<file path="src/rtl/imem_fetch_ctrl_if.sv">
// Fetch, response, loader and byte-memory signals of imem_fetch_ctrl.
// Ports (slave = controller view):
//   fetch_req_i/fetch_pc_i/fetch_ready_o   : fetch request handshake
//   instr_valid_o/instr_ready_i/instr_o/imem_error_o : instruction response
//   load_req_i/load_addr_i/load_data_i/load_ack_o    : byte loader
//   mem_addr_o/mem_we_o/mem_wdata_o/mem_rdata_i      : byte memory port
interface imem_fetch_ctrl_if #(
  parameter int unsigned AW = 10
) ();
  logic          fetch_req_i;
  logic [63:0]   fetch_pc_i;
  logic          fetch_ready_o;
  logic          instr_valid_o;
  logic          instr_ready_i;
  logic [31:0]   instr_o;
  logic          imem_error_o;
  logic          load_req_i;
  logic [AW-1:0] load_addr_i;
  logic [7:0]    load_data_i;
  logic          load_ack_o;
  logic [AW-1:0] mem_addr_o;
  logic          mem_we_o;
  logic [7:0]    mem_wdata_o;
  logic [7:0]    mem_rdata_i;

  // Controller side.
  modport slave (
    input  fetch_req_i, fetch_pc_i, instr_ready_i,
           load_req_i, load_addr_i, load_data_i, mem_rdata_i,
    output fetch_ready_o, instr_valid_o, instr_o, imem_error_o,
           load_ack_o, mem_addr_o, mem_we_o, mem_wdata_o
  );

  // Environment side (fetch unit, consumer, loader, memory).
  modport master (
    output fetch_req_i, fetch_pc_i, instr_ready_i,
           load_req_i, load_addr_i, load_data_i, mem_rdata_i,
    input  fetch_ready_o, instr_valid_o, instr_o, imem_error_o,
           load_ack_o, mem_addr_o, mem_we_o, mem_wdata_o
  );
endinterface

</file>
<file path="src/rtl/imem_fetch_ctrl.sv">
// Instruction fetch controller over a byte-wide instruction memory.
// Assembles a 32-bit little-endian word from four sequential byte reads,
// flags out-of-range fetches, and lets a loader write bytes while idle.
// Ports:
//   clk_i   : clock, rising edge
//   rst_n_i : synchronous active-low reset
//   bus     : imem_fetch_ctrl_if.slave (fetch, response, loader, memory)
module imem_fetch_ctrl #(
  parameter int unsigned MEM_BYTES = 1024,
  parameter int unsigned AW        = 10
) (
  input  logic             clk_i,
  input  logic             rst_n_i,
  imem_fetch_ctrl_if.slave bus
);

  typedef enum logic [1:0] {IDLE, FETCH, RESP, ERR} state_t;

  localparam int unsigned CW       = 3;
  // Counter values 0..3 issue byte addresses; value 4 is the final capture cycle.
  localparam logic [CW-1:0] LAST_CNT = CW'(4);
  localparam logic [63:0]   LAST_PC  = 64'(MEM_BYTES - 4);

  state_t        state_q, state_d;
  logic [CW-1:0] cnt_q;
  logic [AW-1:0] pc_q;
  logic [31:0]   word_q;
  logic          accept_c;
  logic          in_range_c;
  logic [1:0]    byte_idx_c;

  // Loader wins over fetch in IDLE.
  assign accept_c   = (state_q == IDLE) && bus.fetch_req_i && !bus.load_req_i;
  // Full 64-bit compare so any bit above AW forces the error path.
  assign in_range_c = (bus.fetch_pc_i <= LAST_PC);
  // Byte returned this cycle belongs to the address issued one cycle earlier.
  assign byte_idx_c = 2'(cnt_q - CW'(1));

  // State register.
  always_ff @(posedge clk_i) begin
    if (!rst_n_i) begin
      state_q <= IDLE;
    end else begin
      state_q <= state_d;
    end
  end

  // Next-state logic.
  always_comb begin
    state_d = state_q;
    unique case (state_q)
      IDLE: begin
        if (accept_c) begin
          state_d = in_range_c ? FETCH : ERR;
        end
      end
      FETCH: begin
        if (cnt_q == LAST_CNT) begin
          state_d = RESP;
        end
      end
      RESP, ERR: begin
        if (bus.instr_ready_i) begin
          state_d = IDLE;
        end
      end
      default: state_d = IDLE;
    endcase
  end

  // Fetch datapath: pc latch, byte counter, word assembly.
  always_ff @(posedge clk_i) begin
    if (!rst_n_i) begin
      cnt_q  <= '0;
      pc_q   <= '0;
      word_q <= '0;
    end else begin
      if (accept_c) begin
        pc_q  <= bus.fetch_pc_i[AW-1:0];
        cnt_q <= '0;
      end else if (state_q == FETCH) begin
        cnt_q <= (cnt_q == LAST_CNT) ? '0 : cnt_q + CW'(1);
        if (cnt_q != '0) begin
          word_q[{byte_idx_c, 3'b000} +: 8] <= bus.mem_rdata_i;
        end
      end
    end
  end

  // Output decode; everything is forced low while reset is asserted.
  always_comb begin
    bus.fetch_ready_o = 1'b0;
    bus.load_ack_o    = 1'b0;
    bus.mem_we_o      = 1'b0;
    bus.mem_addr_o    = '0;
    bus.mem_wdata_o   = '0;
    bus.instr_valid_o = 1'b0;
    bus.instr_o       = 32'h0;
    bus.imem_error_o  = 1'b0;
    if (rst_n_i) begin
      unique case (state_q)
        IDLE: begin
          if (bus.load_req_i) begin
            bus.mem_we_o    = 1'b1;
            bus.mem_addr_o  = bus.load_addr_i;
            bus.mem_wdata_o = bus.load_data_i;
            bus.load_ack_o  = 1'b1;
          end
          bus.fetch_ready_o = bus.fetch_req_i && !bus.load_req_i;
        end
        FETCH: begin
          if (cnt_q != LAST_CNT) begin
            bus.mem_addr_o = pc_q + AW'(cnt_q);
          end
        end
        RESP: begin
          bus.instr_valid_o = 1'b1;
          bus.instr_o       = word_q;
        end
        ERR: begin
          bus.instr_valid_o = 1'b1;
          bus.imem_error_o  = 1'b1;
        end
        default: ;
      endcase
    end
  end

endmodule
</file>
<file path="src/flat_wrapper.sv">
// flat-port wrapper written by rule: the top's interface ports become plain ports
module imem_fetch_ctrl_flat 
#(
  parameter int unsigned MEM_BYTES = 1024,
  parameter int unsigned AW        = 10
)
  (clk_i, rst_n_i, bus_fetch_req_i, bus_fetch_pc_i, bus_instr_ready_i, bus_load_req_i, bus_load_addr_i, bus_load_data_i, bus_mem_rdata_i, bus_fetch_ready_o, bus_instr_valid_o, bus_instr_o, bus_imem_error_o, bus_load_ack_o, bus_mem_addr_o, bus_mem_we_o, bus_mem_wdata_o);
  imem_fetch_ctrl_if #(.AW(AW)) bus_i ();
  input  logic clk_i;
  input  logic rst_n_i;
  input wire logic [$bits(bus_i.fetch_req_i)-1:0] bus_fetch_req_i;
  input wire logic [$bits(bus_i.fetch_pc_i)-1:0] bus_fetch_pc_i;
  input wire logic [$bits(bus_i.instr_ready_i)-1:0] bus_instr_ready_i;
  input wire logic [$bits(bus_i.load_req_i)-1:0] bus_load_req_i;
  input wire logic [$bits(bus_i.load_addr_i)-1:0] bus_load_addr_i;
  input wire logic [$bits(bus_i.load_data_i)-1:0] bus_load_data_i;
  input wire logic [$bits(bus_i.mem_rdata_i)-1:0] bus_mem_rdata_i;
  output wire logic [$bits(bus_i.fetch_ready_o)-1:0] bus_fetch_ready_o;
  output wire logic [$bits(bus_i.instr_valid_o)-1:0] bus_instr_valid_o;
  output wire logic [$bits(bus_i.instr_o)-1:0] bus_instr_o;
  output wire logic [$bits(bus_i.imem_error_o)-1:0] bus_imem_error_o;
  output wire logic [$bits(bus_i.load_ack_o)-1:0] bus_load_ack_o;
  output wire logic [$bits(bus_i.mem_addr_o)-1:0] bus_mem_addr_o;
  output wire logic [$bits(bus_i.mem_we_o)-1:0] bus_mem_we_o;
  output wire logic [$bits(bus_i.mem_wdata_o)-1:0] bus_mem_wdata_o;
  assign bus_i.fetch_req_i = bus_fetch_req_i;
  assign bus_i.fetch_pc_i = bus_fetch_pc_i;
  assign bus_i.instr_ready_i = bus_instr_ready_i;
  assign bus_i.load_req_i = bus_load_req_i;
  assign bus_i.load_addr_i = bus_load_addr_i;
  assign bus_i.load_data_i = bus_load_data_i;
  assign bus_i.mem_rdata_i = bus_mem_rdata_i;
  assign bus_fetch_ready_o = bus_i.fetch_ready_o;
  assign bus_instr_valid_o = bus_i.instr_valid_o;
  assign bus_instr_o = bus_i.instr_o;
  assign bus_imem_error_o = bus_i.imem_error_o;
  assign bus_load_ack_o = bus_i.load_ack_o;
  assign bus_mem_addr_o = bus_i.mem_addr_o;
  assign bus_mem_we_o = bus_i.mem_we_o;
  assign bus_mem_wdata_o = bus_i.mem_wdata_o;
  imem_fetch_ctrl #(.MEM_BYTES(MEM_BYTES), .AW(AW)) u_core (.clk_i(clk_i), .rst_n_i(rst_n_i), .bus(bus_i));
endmodule
</file>
<file path="config.mk">
export PLATFORM = sky130hd
export DESIGN_NAME = imem_fetch_ctrl_flat
export DESIGN_NICKNAME = d
export VERILOG_FILES = /design/src/rtl/imem_fetch_ctrl_if.sv /design/src/rtl/imem_fetch_ctrl.sv /design/src/flat_wrapper.sv
export SDC_FILE = /design/constraint.sdc
export NUM_CORES = 1
export LEC_CHECK = 0
export ABC_AREA = 0
export ABC_CLOCK_PERIOD_IN_PS = 1900
export BUFFER_PORTS_ARGS = -buffer_cell sky130_fd_sc_hd__buf_2
export CORE_ASPECT_RATIO = 2
export CORE_UTILIZATION = 40
export DETAILED_ROUTE_END_ITERATION = 10
export GPL_TIMING_DRIVEN = 0
export MAX_ROUTING_LAYER = met4
export PLACE_DENSITY = 0.83
export SYNTH_ARGS = -nofsm -noshare
export SYNTH_HDL_FRONTEND = slang
export SYNTH_SLANG_ARGS = --single-unit
</file>
<file path="constraint.sdc">
create_clock -name clk_i -period 1.9 [get_ports clk_i]
set_input_delay 0.095 -clock clk_i [delete_from_list [all_inputs] [get_ports clk_i]]
set_output_delay 0.095 -clock clk_i [all_outputs]
set_load 0.01 [all_outputs]
</file>
==> impl_results.md <==
- Status: finished with violations
- Failing checks: negative setup slack
- Setup-failing EPs final: 7
- Routed length per instance: 14.4 um
- Width of the die: about 61 um
- Max_cap viols: 0
- Crit path max-delay family: adder cells
- Full die area: between 0.007 and 0.008 sq mm
- Worst path slowest cell: dfxtp_4
- Setup TNS: -0.836 ns
- Global route hottest layer: met2
- Drt drc: 0
- Total CTS buffers: 5
- Final WS setup: -0.225 ns
- Share of the yosys chip area belonging to registers: 0.342
- Number of port buffers: 149
- Average instance area after synthesis: 7.85 sq um
- Hold buffers post-CTS: 0
- Worst endpoint required time: 1.80 ns
- GRT Util Overall: 0.254
- Net count after synthesis: 455
- Non-filler cells in the finished layout: 605
- Clock buffer depth: 2
- Largest net degree at the start of global routing: 16
- Final worst-path cycle share: 1.12
- Vias in the first global route: 3071
- Met1 GRT Util: 0.238
- Site row count: 42
- Max-slew violations: 0
- Clock Pin Slew Worst Setup and Hold Paths: 0.06 ns
- Leakage power total: 1.82 nW
- Grt ovf: 0
- ANT nets after route: 0
- Share of cells above drive strength 1: 0.412
- Starting density of the core: 0.415
- Crit end category: primary output
- Number of I/O pins: 150
- Min-delay worst type: in -> reg
- Global Route met3 Usage: 0.0185
- NumNets Final: 621
- Final Hold Vio Count: 0
- Arr. time, crit path: between 2 and 2.5 ns
- Iteration count of the initial detailed-routing pass: 4
- DR vias/cell: 5.19
- Ordered cell list for the critical path: ha_4, inv_2, fa_2, nand2b_4, a21oi_4, nand4_1, xor2_1, o21ai_2, buf_2
- Root Buffer: clkbuf_16
- Post-Place Cells: 587
- Seq cells post-synth: 47
- Synth warn: 0
- Maximum clock frequency: between 400 and 500 MHz
- Synth Instances: 350
- Detail Placement HPWL: 6720 um
- Die span in y: approximately 120 um
- Routed via count: 3141
- WL final: between 8000 and 9000 um
- Core area: 0.00662 sq mm
- Gp weighted congestion: 0.868
- Setup Skew: 0.00442 ns
- N_diodes: 0
- M2 GR Usage: 0.469
- Cell Pwr Density: about 570 mW/mm^2
- Worst vdd ir: 0.347 mV
- Worst-margin pin slew: approximately 0.45 ns
- Initial antenna violation count: 0
- Area growth, synth to finish: 46.9%
- CP max stage delay: about 0.37 ns
- First-pass GRT wire length: 13400 um
- CP Launch Type: register
- Setup Crit Path Kind: reg -> out
- RSZ-0062 raised after global routing: true
- Clk_lat worst skew: 0.29 ns
- Period minus WS final: 2.12 ns
- CTS tree: yes
- WHS: 0.0127 ns
- Clock Sinks: 47
- Post-Synthesis Cell Area: 0.00275 sq mm
- Headroom to the max-slew limit: 0.699
- Worst path bufs/invs: 2
- Synth unique cells: 41
- H-tree Lvls: 2
- Initial drt markers: 83
- CP max FO: 3
report_power, final:
group	leakage, nW	switching (mW)	internal (mW)
Clock	0.0774	0.380	0.527
Sequential	0.383	0.0161	0.998
Combinational	1.36	0.203	0.180
Total	1.82	0.599	1.70
area by class of cell:
cell class	instances	area, sq um
Multi-Input combinational cell	275	1850
Inverter	8	33.8
Buffer	18	91.3
Timing Repair Buffer	161	843
Clock buffer	6	139
Fill cell	620	2580
Sequential cell	47	955
Tap cell	88	110
Clock inverter	2	15.0
registers in the layout, summed over array words and instances, names as in the netlist:
register and cells:
u_core.cnt_q 3, u_core.pc_q 10, u_core.state_q 2, u_core.word_q 32
worst paths after layout:
check                           depth (start not counted)                        endpoint                           start  slack, ns
worst max-delay path                                    9               bus_mem_addr_o[8]    u_core.cnt_q[0]$_SDFFE_PP0P_      -0.22
worst min-delay path                                    2  u_core.state_q[1]$_SDFFE_PN0P_               bus_instr_ready_i       0.01
worst max register to register                          8   u_core.word_q[6]$_SDFFE_PN0P_    u_core.cnt_q[1]$_SDFFE_PP0P_       0.09
worst min register to register                          2  u_core.word_q[13]$_SDFFE_PN0P_  u_core.word_q[13]$_SDFFE_PN0P_       0.46
per-stage QoR:
| stage | utilization | power, mW | worst slack (ns) | cell area, sq um |
|---|---|---|---|---|
| final | 0.610 | 2.30 | -0.225 | 4040 |
| after global routing | 0.610 | 2.38 | -0.301 | 4040 |
| after CTS | 0.589 | 2.28 | -0.218 | 3900 |
| after detailed placement | 0.547 | 1.37 | -0.330 | 3620 |
| after global placement | 0.547 | 1.36 | -0.271 | 3620 |
| after floorplan | - | 1.19 | 0.0288 | 2770 |
Yosys cell counts:
cell | count | area share
a21boi_0 | 35 | 0.096
nor4b_1 | 1 | 0.0032
a22oi_1 | 13 | 0.036
nor4_1 | 12 | 0.027
ha_1 | 9 | 0.041
buf_6 | 1 | 0.0041
and2_1 | 36 | 0.082
a21oi_2 | 1 | 0.0032
a32oi_1 | 1 | 0.0032
buf_4 | 1 | 0.0027
nand4_1 | 7 | 0.016
o211ai_1 | 2 | 0.0055
a211oi_1 | 1 | 0.0027
a21boi_1 | 1 | 0.0027
xnor2_1 | 1 | 0.0032
nand3_1 | 25 | 0.046
or3_1 | 1 | 0.0023
nor3b_1 | 2 | 0.0055
and2_0 | 1 | 0.0023
nor3_1 | 4 | 0.0073
a21oi_1 | 5 | 0.0091
nand2_1 | 62 | 0.085
nor2b_1 | 9 | 0.020
nand3_2 | 1 | 0.0036
clkbuf_2 | 1 | 0.0018
o311ai_1 | 1 | 0.0032
and3_1 | 11 | 0.025
dfxtp_1 | 47 | 0.34
o21ai_0 | 6 | 0.011
o21ai_1 | 1 | 0.0018
nor4_4 | 1 | 0.0077
fa_1 | 1 | 0.0073
clkbuf_1 | 13 | 0.018
nor2_1 | 10 | 0.014
nor4_2 | 1 | 0.0046
buf_2 | 4 | 0.0073
xor2_1 | 6 | 0.019
inv_1 | 8 | 0.011
or4b_2 | 1 | 0.0036
a21o_1 | 1 | 0.0027
nand2b_1 | 5 | 0.011
routing by layer:
metal  wire, um  part of all wire
met1       2930              0.34
met2       5010              0.58
met3        325             0.037
met4        434             0.050
met5          0                 0
cells by family after synthesis:
group	share of synthesized area
buffers and inverters	0.0446
xor gates and xnor gates	0.0223
adders and majority gates	0.0483
and+or+nand+nor	0.366
DFF	0.342
AOI/OAI and AO/OA	0.176
cells in the final DEF (no fill, tap or decap), drive strengths merged, types with 2 or more instances in the layout:
master,instances
nor2b,9
o211ai,2
xor2,6
buf,167
a21oi,6
a21boi,36
nor2,10
inv,8
clkbuf,18
nor3,4
dfxtp,47
nand2,62
ha,9
nor3b,2
a22oi,13
and3,11
o21ai,7
nor4,14
nand2b,5
nand3,26
nand4,7
and2,37
timing repair:
item / 4_1_cts / 5_1_grt
pin swaps: 8 / 10
hold endpoints to repair: 0 / 0
resized for setup: 21 / 24
endpoints found under the setup margin: 70 / 58
setup buffers: 6 / 7
Power figures use the tool's default switching activity.
